===== src/rtl/fa_17bit.sv =====
// Parameterised add-with-carry: combinational {cout, S} = A + B + cin plus a registered copy with signed overflow.
// Build option FA_17BIT_CLA_EN selects 4-bit carry-lookahead groups instead of a plain ripple chain.

`ifndef FA_17BIT_CLA_EN
module fa_17bit_cell (
    input  logic a,
    input  logic b,
    input  logic c,
    output logic s,
    output logic co
);
    assign s  = a ^ b ^ c;
    assign co = (a & b) | (c & (a ^ b));
endmodule
`endif

module fa_17bit #(
    parameter int unsigned width = 17
) (
    input  logic             clk,
    input  logic             rst,
    input  logic [width-1:0] A,
    input  logic [width-1:0] B,
    input  logic             cin,
    input  logic             en,
    output logic [width-1:0] S,
    output logic             cout,
    output logic             ovf,
    output logic [width-1:0] S_q,
    output logic             cout_q,
    output logic             ovf_q
);

    localparam int unsigned msb = width - 1;

`ifdef FA_17BIT_CLA_EN
    localparam int unsigned num_grp = (width + 3) / 4;

    // Each group takes its carry-in from the previous group's block-local carry-out.
    for (genvar gi = 0; gi < num_grp; gi++) begin : g_grp
        localparam int unsigned lo = 4 * gi;
        localparam int unsigned gw = ((width - lo) >= 4) ? 4 : (width - lo);

        logic          ci;
        logic          co;
        logic [gw-1:0] g;
        logic [gw-1:0] p;
        logic [gw-1:0] c;
        logic          grp_g;
        logic          grp_p;
        logic          term;
        logic          pp;

        if (gi == 0) begin : g_first
            assign ci = cin;
        end else begin : g_chain
            assign ci = g_grp[gi-1].co;
        end

        assign g = A[lo +: gw] & B[lo +: gw];
        assign p = A[lo +: gw] ^ B[lo +: gw];

        // Carry k is the lookahead sum of products g[j] & p[j+1..k-1], plus the all-propagate term with ci.
        always_comb begin
            c    = '0;
            term = 1'b0;
            pp   = 1'b1;
            for (int unsigned k = 0; k < gw; k++) begin
                term = 1'b0;
                pp   = 1'b1;
                for (int unsigned jj = 0; jj < k; jj++) begin
                    term = term | (pp & g[k-1-jj]);
                    pp   = pp & p[k-1-jj];
                end
                c[k] = term | (pp & ci);
            end
        end

        always_comb begin
            grp_g = 1'b0;
            grp_p = 1'b1;
            for (int unsigned j = 0; j < gw; j++) begin
                grp_g = g[j] | (p[j] & grp_g);
                grp_p = grp_p & p[j];
            end
        end

        assign co          = grp_g | (grp_p & ci);
        assign S[lo +: gw] = p ^ c;
    end

    assign cout = g_grp[num_grp-1].co;
`else
    for (genvar i = 0; i < width; i++) begin : g_bit
        logic ci;
        logic co;

        if (i == 0) begin : g_first
            assign ci = cin;
        end else begin : g_chain
            assign ci = g_bit[i-1].co;
        end

        fa_17bit_cell u_fa (
            .a  (A[i]),
            .b  (B[i]),
            .c  (ci),
            .s  (S[i]),
            .co (co)
        );
    end

    assign cout = g_bit[width-1].co;
`endif

    assign ovf = (A[msb] == B[msb]) && (S[msb] != A[msb]);

    always_ff @(posedge clk) begin
        if (rst) begin
            S_q    <= '0;
            cout_q <= 1'b0;
            ovf_q  <= 1'b0;
        end else if (en) begin
            S_q    <= S;
            cout_q <= cout;
            ovf_q  <= ovf;
        end
    end

endmodule


===== config.mk =====
export PLATFORM = sky130hd
export DESIGN_NAME = fa_17bit
export DESIGN_NICKNAME = d
export VERILOG_FILES = /design/src/rtl/fa_17bit.sv
export SDC_FILE = /design/constraint.sdc
export NUM_CORES = 1
export LEC_CHECK = 0
export CORE_MARGIN = 3
export CORE_UTILIZATION = 30
export CTS_BUF_LIST = sky130_fd_sc_hd__clkbuf_16
export DETAILED_ROUTE_END_ITERATION = 12
export HOLD_SLACK_MARGIN = 0.12
export PLACE_DENSITY = 0.75
export SLEW_MARGIN = 20
export SYNTH_ARGS = -nofsm -noshare
export SYNTH_HDL_FRONTEND = slang
export SYNTH_HIERARCHICAL = 1
export SYNTH_SLANG_ARGS = --single-unit

===== constraint.sdc =====
create_clock -name clk -period 10.5 [get_ports clk]
set_clock_uncertainty 0.15 [all_clocks]
set_input_delay 1.575 -clock clk [delete_from_list [all_inputs] [get_ports clk]]
set_output_delay 1.575 -clock clk [all_outputs]
set_load 0.05 [all_outputs]

== Yosys cells after proc, flatten, opt, wreduce, memory -nomap -nowiden ==
Index checks and enable logic that the tools add are counted.

* Add/sub/neg operators: 0
* $mul: 0
* Divide/modulo/power cells: 0
* Order comparisons: 0
* Eq/ne operators: 2
* Shifts and indexed selects: 0
* Multiplexer cells: 0
* Bitwise operators: 85
* Reductions and logical operators: 1

{| class="wikitable"
|+ Operators with widths
! operator !! number
|-
| $and A1 B1 Y1 || 34
|-
| $xor A1 B1 Y1 || 34
|-
| $or A1 B1 Y1 || 17
|-
| $eq A1 B1 Y1 || 1
|-
| $logic_and A1 B1 Y1 || 1
|-
| $ne A1 B1 Y1 || 1
|}

* Register bits after elaboration: 19
* Bits in latches: 0
* Bits in writable memories: 0
* ROM bits: 0
* Bits of input ports: 38
* Output and inout bits: 38
* Word-level logic and storage cells: 91
* Memories kept: 0

== Longest topological paths before layout ==
Gate-level depths: netlist (run 1).

* Depth in word-level cells: 36
* Gate-level depth with buffers: 19
* Depth with buffers taken out: 19

== Cells and area by module ==
The synthesis (run 1) kept the hierarchy.

{| class="wikitable"
|+ By module, submodules not included
! module !! times used !! cells an instance !! area each (µm²) !! seq. area each (µm²)
|-
| fa_17bit || 1 || 64 || 686.9 || 380.4
|-
| fa_17bit_cell || 17 || 1 || 20.0 || 0.0
|}

== Least setup slack after synthesis (run 1) ==
Ideal clock, no wire load.

* Path kind: input to output
* Start: in A[0]
* End: out ovf
* Arrival: 9,317 ps
* Required time: 8,775 ps
* Setup slack: -542 ps
* Stages on the path: 19
* Path buffers: 0
* Path through: fa_1 -> fa_1 -> fa_1 -> fa_1 -> fa_1 -> fa_1 -> fa_1 -> fa_1 -> fa_1 -> fa_1 -> fa_1 -> fa_1 -> fa_1 -> fa_1 -> fa_1 -> fa_1 -> fa_1 -> or3b_1 -> nand2_1

* Longest elaborated chain between the ends: 36
* Elaborated cells on any way between the ends: 37
* Classes of those cells: 1 x eq/ne; 35 x bitwise; 1 x reduce/logical

{| class="wikitable"
|+ Ends and longest elaborated chain
! what !! line !! RTL
|-
| start: declaration || 22 || <nowiki>input logic [width-1:0] A,</nowiki>
|-
| $xor A1 B1 Y1 || 13 || <nowiki>assign co = (a & b) | (c & (a ^ b));</nowiki>
|-
| $and A1 B1 Y1 || 13 ||
|-
| $or A1 B1 Y1 (*) || 13 ||
|-
| $and A1 B1 Y1 (*) || 13 ||
|-
| $or A1 B1 Y1 (*) || 13 ||
|-
| net g_bit[1].co || 96 || <nowiki>logic co;</nowiki>
|-
| $and A1 B1 Y1 (*) || 13 ||
|-
| $or A1 B1 Y1 (*) || 13 ||
|-
| net g_bit[2].co || 96 ||
|-
| [... 2 more ...] || - ||
|-
| net g_bit[3].co || 96 ||
|-
| [... 2 more ...] || - ||
|-
| net g_bit[4].co || 96 ||
|-
| [... 2 more ...] || - ||
|-
| net g_bit[5].co || 96 ||
|-
| [... 2 more ...] || - ||
|-
| net g_bit[6].co || 96 ||
|-
| [... 2 more ...] || - ||
|-
| net g_bit[7].co || 96 ||
|-
| [... 2 more ...] || - ||
|-
| net g_bit[8].co || 96 ||
|-
| [... 2 more ...] || - ||
|-
| net g_bit[10].ci || 95 || <nowiki>logic ci;</nowiki>
|-
| [... 2 more ...] || - ||
|-
| net g_bit[10].co || 96 ||
|-
| [... 2 more ...] || - ||
|-
| net g_bit[11].co || 96 ||
|-
| [... 2 more ...] || - ||
|-
| net g_bit[12].co || 96 ||
|-
| [... 2 more ...] || - ||
|-
| net g_bit[13].co || 96 ||
|-
| [... 2 more ...] || - ||
|-
| net g_bit[14].co || 96 ||
|-
| $and A1 B1 Y1 (*) || 13 ||
|-
| $or A1 B1 Y1 (*) || 13 ||
|-
| net g_bit[15].co || 96 ||
|-
| $xor A1 B1 Y1 (*) || 12 || <nowiki>assign s = a ^ b ^ c;</nowiki>
|-
| net S[16] || 26 || <nowiki>output logic [width-1:0] S,</nowiki>
|-
| $ne A1 B1 Y1 (*) || 116 || <nowiki>assign ovf = (A[msb] == B[msb]) && (S[msb] != A[msb]);</nowiki>
|-
| $logic_and A1 B1 Y1 (*) || 116 ||
|-
| end: declaration || 28 || <nowiki>output logic ovf,</nowiki>
|}

The timed path passes the listed nets; every way through them passes the cells marked *.

== Worst setup path after layout (run 1) ==
* Start: in B[0]
* End: out ovf

* Longest elaborated chain between the ends: 36
* Elaborated cells on any way between the ends: 37
* Classes of those cells: 1 x eq/ne; 35 x bitwise; 1 x reduce/logical

{| class="wikitable"
|+ Ends and longest elaborated chain
! what !! line !! RTL
|-
| start: declaration || 23 || <nowiki>input logic [width-1:0] B,</nowiki>
|-
| $xor A1 B1 Y1 || 13 ||
|-
| $and A1 B1 Y1 || 13 ||
|-
| $or A1 B1 Y1 (*) || 13 ||
|-
| net g_bit[0].co || 96 ||
|-
| $and A1 B1 Y1 (*) || 13 ||
|-
| $or A1 B1 Y1 (*) || 13 ||
|-
| net g_bit[1].co || 96 ||
|-
| $and A1 B1 Y1 (*) || 13 ||
|-
| [... 1 more ...] || - ||
|-
| net g_bit[2].co || 96 ||
|-
| [... 2 more ...] || - ||
|-
| net g_bit[3].co || 96 ||
|-
| [... 2 more ...] || - ||
|-
| net g_bit[4].co || 96 ||
|-
| [... 2 more ...] || - ||
|-
| net g_bit[5].co || 96 ||
|-
| [... 2 more ...] || - ||
|-
| net g_bit[6].co || 96 ||
|-
| [... 2 more ...] || - ||
|-
| net g_bit[7].co || 96 ||
|-
| [... 2 more ...] || - ||
|-
| net g_bit[8].co || 96 ||
|-
| [... 2 more ...] || - ||
|-
| net g_bit[10].ci || 95 ||
|-
| [... 2 more ...] || - ||
|-
| net g_bit[10].co || 96 ||
|-
| [... 2 more ...] || - ||
|-
| net g_bit[11].co || 96 ||
|-
| [... 2 more ...] || - ||
|-
| net g_bit[12].co || 96 ||
|-
| [... 2 more ...] || - ||
|-
| net g_bit[13].co || 96 ||
|-
| [... 1 more ...] || - ||
|-
| $or A1 B1 Y1 (*) || 13 ||
|-
| net g_bit[14].co || 96 ||
|-
| $and A1 B1 Y1 (*) || 13 ||
|-
| $or A1 B1 Y1 (*) || 13 ||
|-
| net g_bit[15].co || 96 ||
|-
| $xor A1 B1 Y1 (*) || 12 ||
|-
| $ne A1 B1 Y1 (*) || 116 ||
|-
| $logic_and A1 B1 Y1 (*) || 116 ||
|}

Marked as above.

==> flow_metrics.tcl, run 1 <==
set metrics [dict create \
    wl_met1_mm 1.06 \
    setup.worst_path.start_class "primary input" \
    drt_first_iter_violations 14 \
    synth_area_in_compound_gates_pct 1.46 \
    rows 20 \
    n_fill_cell 263 \
    synth_cells 81 \
    floorplan.core_area_um2 3150 \
    yosys.cell_types.count 9 \
    worst_setup_path_end_kind "primary output" \
    grt_use_total_pct 13.9 \
    number_of_antenna_violations_at_the_first_check_in_global_routing 0 \
    highest-signal-layer "met4" \
    place_worst_setup_slack_ps -474 \
    synth.ff_latch_count 19 \
    grt_max_degree 21 \
    synth.yosys.seq_area_share_pct 37.0 \
    max-clock-path-buffers 2 \
    outcome "finished clean" \
    rsz0062_at_grt "false" \
    final_wirelength_mm 2.83 \
    fin_setup_tns_ps 0 \
    placement.io_buffers 75 \
    hold_viol_final 0 \
    finalCritPeriodShare_pct 98.2 \
    synthXorXnorAreaFrac_pct 0 \
    worstRegToRegCells 2 \
    clk_pin_slew_ps 60 \
    combinational_family_with_the_most_area_after_synthesis "adder cells" \
    mappedNetlistNets 136 \
    die_h_um 64.5 \
    cts-buffers-inserted 3 \
    worst_supply_voltage_drop_on_vdd_uv 107 \
    floorplan.io_pins 76 \
    least_margin_pin_slew_ps 746 \
    regArea_um2 380 \
    final.min_clock_period_ps 10310 \
    design.die.area_um2 4160 \
    flow.area_growth_from_synthesis_pct 94.0 \
    report.final.setup_viol 0 \
    clock_insertion_delay_worst_skew_ps 240 \
    clock_tree.root_cell "clkbuf_16" \
    critical_path_peak_fanout 2 \
    simple_gate_portion_of_the_synthesized_area_pct 8.89 \
    final_nets 215 \
    place.gp.congestion 0.751 \
    synthesis.area_per_instance_um2 12.7 \
    route.detailed.vias_per_inst 4.39 \
    synthesis.yosys.warnings 6 \
    post_synth_mux_area_share_pct 17.5 \
    multi_input_area_um2 688 \
    worstHoldPathCells 2 \
    cp.required_ps 8780 \
    drt_drc_violations_left 0 \
    place_hpwl_mm 2.35 \
    type_of_the_setup_path_with_the_least_slack "primary input to primary output" \
    grt_pass1_wl_mm 4.56 \
    gr-total-overflow 0 \
    dr_total_vias 891 \
    timing.hold.worst.class "register to register" \
    critical_path_arrival_ps 8580 \
    tritoncts_num_sinks 19 \
    antennaDiodeCount 0 \
    htreeDepth 1 \
    wl_per_cell_um 13.9 \
    tritoncts "yes" \
    met3_length_um 192 \
    cap_viol_max_count 0 \
    floorplan.initialDensity_pct 32.6 \
    cellPowerDensity_nw_per_um2 174 \
    drive_above_1_share_pct 20.1 \
    floorplan_die_width_um 64.5 \
    fin_ws_ps 190 \
    achievable_clock_frequency_mhz 97.0 \
    first_global_vias 998 \
    ant_nets 0 \
    max_slew_margin_pct 50.1 \
    met2_length_mm 1.54 \
    syn-cell-area_um2 1030 \
    maxSlewViolCount 0 \
    p_leak_nw 0.787 \
    detailedRoute.firstPassIterationCount 2 \
    post_synth_fa_ha_maj_area_fraction_pct 33.1 \
]
## registers in the layout, indices dropped and copies added, names as in the netlist
register / count
S_q: 17
cout_q: 1
ovf_q: 1
## through the flow
| stage | hold slack [ps] | cells | power [mW] | instance area (µm²) | util [%] |
|---|---|---|---|---|---|
| finish | 340 | 203 | 0.348 | 1990 | 63.2 |
| global placement | 323 | 199 | 0.269 | 1900 | 60.2 |
| floorplan | 587 | 81 | 0.208 | 1070 | - |
| CTS | 347 | 203 | 0.352 | 2000 | 63.3 |
| global route | 373 | 203 | 0.363 | 1990 | 63.2 |
| detailed placement | 335 | 199 | 0.272 | 1900 | 60.2 |
## layer usage
metal | track usage, % | vias to the layer above
met5 | 0 | -
met4 | 3.69 | 0
met3 | 3.12 | 2
met2 | 26.7 | 39
met1 | 15.2 | 431
li1 | - | 419
## critical path, cell delays in order
cell and delay [ps]:
dlygate4sd2_1 250, fa_2 360, fa_2 350, fa_2 350
fa_2 340, fa_2 350, fa_2 340, fa_2 350
fa_2 340, fa_2 350, fa_2 350, fa_2 340
fa_2 340, fa_2 340, fa_2 360, fa_2 360
fa_2 360, fa_2 550, or3b_4 420, nand2_8 70
buf_12 130
## layout by cell type (no fill, tap or decap)
cell             count
a311oi_2             1
buf_12               3
buf_2                1
buf_4                5
clkbuf_16            3
clkdlybuf4s15_1      1
clkdlybuf4s50_1     66
dfxtp_1             19
dlygate4sd2_1        2
fa_2                17
inv_1                1
mux2i_1             18
nand2_8              1
nand3b_1             1
nor2_1              19
or3b_4               1
## report_power, final
group          total, mW  internal (mW)  switching (mW)
registers         0.0837         0.0800         0.00369
clock network     0.0776         0.0506          0.0270
logic              0.186         0.0733           0.113
total              0.348          0.204           0.144
## cell usage after synthesis
library cell	instances	share of area [%]
a311oi_2	1	1.5
dfxtp_1	19	37
nand2_1	1	0.37
mux2i_1	18	18
nand3b_1	1	0.73
or3b_1	1	0.85
nor2_1	19	6.9
fa_1	17	33
buf_2	4	1.9
## what timing repair did
action	4_1_cts	5_1_grt
pin swaps	4	3
setup endpoints to repair	2	1
setup buffers	0	0
hold buffers	0	0
gates resized for setup	12	1
## worst paths after layout
check                           startpoint     end  slack [ps]
worst min register to register      S_q[6]  S_q[6]         340
worst max-delay path                  B[0]     ovf         190
worst max register to register       ovf_q   ovf_q        9620
worst min-delay path                S_q[6]  S_q[6]         340
## logic make-up after synthesis
kind of cell | count (synthesis)
compound gates | 1
buf+inv | 4
flops | 19
mux | 18
fa+ha+maj | 17
simple gates | 22
## area by class of cell
cell class / count / share of cell area [%]
Clock buffer: 3 / 3.77
Sequential cell: 19 / 19.1
Tap cell: 44 / 2.76
Clock inverter: 1 / 0.188
Timing Repair Buffer: 78 / 39.7
Multi-Input combinational cell: 58 / 34.5
No activity file was read; power rests on OpenSTA's default activity.
==> inputs of run 2 (changes only) <==
--- a/config.mk
+++ b/config.mk
@@ -6,11 +6,11 @@
 export NUM_CORES = 1
 export LEC_CHECK = 0
 export CORE_MARGIN = 3
-export CORE_UTILIZATION = 30
+export CORE_UTILIZATION = 45
 export CTS_BUF_LIST = sky130_fd_sc_hd__clkbuf_16
 export DETAILED_ROUTE_END_ITERATION = 12
+export DONT_BUFFER_PORTS = 1
 export HOLD_SLACK_MARGIN = 0.12
-export PLACE_DENSITY = 0.75
 export SLEW_MARGIN = 20
 export SYNTH_ARGS = -nofsm -noshare
 export SYNTH_HDL_FRONTEND = slang
==> run 2 against run 1 <==
Against the previous run: clock-buffer cell count did not move; combinational power shrank 46%; cell area fell by 41%; sequential share of layout area rose by 13 points; critical path type unchanged; largest cell class is now multi-input combinational cells; highest routed layer unchanged.
==> flow_metrics.tcl, run 2 (same netlist as run 1, synthesis figures left out) <==
set metrics [dict create \
    maxSlewViolCount 0 \
    final_nets 138 \
    least_margin_pin_slew_ps 551 \
    grt_use_total_pct 14.4 \
    n_fill_cell 168 \
    clock_tree.root_cell "clkbuf_16" \
    floorplan_die_width_um 53.8 \
    cell_class_contributing_the_biggest_share_of_worst_path_delay "adder cells" \
    regArea_um2 380 \
    tritoncts "yes" \
    worstRegToRegCells 2 \
    cts-buffers-inserted 3 \
    multi_input_area_um2 673 \
    drive_above_1_share_pct 22.0 \
    largest_reg_flops 17 \
    grt_max_degree 21 \
    finalCritPeriodShare_pct 98.7 \
    regToRegEndpoint "ovf_q" \
    hold_viol_final 0 \
    tritoncts_num_sinks 19 \
    die_h_um 53.8 \
    report.final.setup_viol 0 \
    achievable_clock_frequency_mhz 96.5 \
    ant_nets 0 \
    number_of_buffer_and_inverter_instances_along_the_worst_setup_path 0 \
    flow.area_growth_from_synthesis_pct 14.3 \
    final.min_clock_period_ps 10370 \
    drt_drc_violations_left 0 \
    timing.critical_path.mode_cell "fa_2" \
    number_of_antenna_violations_at_the_first_check_in_global_routing 0 \
    highest-signal-layer "met4" \
    design.die.area_um2 2890 \
    max_stage_delay_ps 570 \
    critPathLaunch "A[0]" \
    drt_first_iter_violations 5 \
    max-clock-path-buffers 2 \
    route.detailed.vias_per_inst 5.63 \
    max_slew_margin_pct 63.2 \
    setup.reg_to_reg.worst_slack_ps 9270 \
    cp.required_ps 8780 \
    met2_length_mm 1.02 \
    antennaDiodeCount 0 \
    cts_setup_buffers 0 \
    min_hold_slack_ps 610 \
    place_hpwl_mm 1.69 \
    place.gp.congestion 0.619 \
    outcome "finished clean" \
    reg.largest.list "S_q x17, cout_q x1, ovf_q x1" \
    timing.hold.worst.class "register to register" \
    final_wirelength_mm 2.09 \
    hold_end "S_q[10]" \
    p_leak_nw 0.475 \
    critical_path_arrival_ps 8640 \
    most-common-layout-cells "dfxtp_1, nor2_1, mux2i_1" \
    floorplan.initialDensity_pct 49.8 \
    worst_supply_voltage_drop_on_vdd_uv 117 \
    critical_path_peak_fanout 3 \
    dr_total_vias 614 \
    timing.critical_path.cells "fa_1, fa_1, fa_1, fa_2, fa_1, fa_1, fa_2, fa_1, fa_2, fa_2, fa_2, fa_2, fa_2, fa_2, fa_2, fa_2, fa_2, or3b_4, nand2_8" \
    rows 16 \
    grt_pass1_wl_mm 2.93 \
    largest_register "S_q" \
    critical_path.reg2reg.startpoint "ovf_q" \
    clk_pin_slew_ps 50 \
    floorplan.core_area_um2 2060 \
    rsz0062_at_grt "false" \
    power.total_mw 0.288 \
    wl_per_cell_um 19.1 \
    placement.io_buffers 0 \
    cap_viol_max_count 0 \
    crit_path_top_delay_cell "fa_2" \
    clock_insertion_delay_worst_skew_ps 240 \
    detailedRoute.firstPassIterationCount 4 \
    holdCritStartpoint "S_q[10]" \
    setup.worst_path.start_class "primary input" \
    type_of_the_setup_path_with_the_least_slack "primary input to primary output" \
    worstHoldPathCells 2 \
    cellPowerDensity_nw_per_um2 245 \
    cts_hold_buf 0 \
    worst_setup_path_end_kind "primary output" \
    floorplan.io_pins 76 \
    met3_length_um 346 \
    gr-total-overflow 0 \
    wl_met1_um 713 \
    htreeDepth 1 \
    first_global_vias 698 \
]
-- run 2: worst max path at each step --
stage	endpoint	slack, ps	cells past startpoint
4_1_cts	ovf	10	19
2_1_floorplan	ovf	30	19
6_report	ovf	130	19
5_1_grt	ovf	20	19
3_3_place_gp	ovf	80	19
3_5_place_dp	ovf	-20	19
-- run 2: what timing repair did --
item,in CTS,in global routing
pin swaps,0,0
gates resized for setup,1,2
setup endpoints to repair,1,1
gates cloned,0,0
-- run 2: per-layer routing --
| metal | up-vias | track usage [%] |
|---|---|---|
| li1 | 266 | - |
| met1 | 291 | 13.3 |
| met2 | 55 | 27.6 |
| met3 | 2 | 6.09 |
| met4 | 0 | 5.11 |
| met5 | - | 0 |
-- run 2: layout make-up --
| cell class | count | area share (%) |
|---|---|---|
| clock buffer | 3 | 6.40 |
| tap | 27 | 2.88 |
| multi-input combinational | 58 | 57.4 |
| sequential | 19 | 32.4 |
| clock inverter | 1 | 0.320 |
| timing repair buffer | 1 | 0.640 |
-- run 2: worst register-to-register path, stage by stage (launching register included) --
cell	delay (ps)
dfxtp_1	640
nor2_1	120
a311oi_2	230
-- run 2: through the flow --
stage / instances / setup TNS [ps] / worst slack (ps) / cell area, µm² / util [%]
after floorplan: 81 / 0 / 27.9 / 1070 / -
after global placement: 105 / 0 / 77.1 / 1090 / 52.7
after detailed placement: 105 / -19.0 / -19.0 / 1090 / 52.7
after CTS: 109 / 0 / 11.9 / 1170 / 56.7
after global routing: 109 / 0 / 24.5 / 1170 / 56.9
final: 109 / 0 / 133 / 1170 / 56.9
-- run 2: where the power goes --
group	internal (mW)	switching [mW]	total, mW
Combinational	0.0313	0.0691	0.100
Clock	0.0505	0.0244	0.0750
Sequential	0.0801	0.0321	0.112
Total	0.162	0.126	0.288
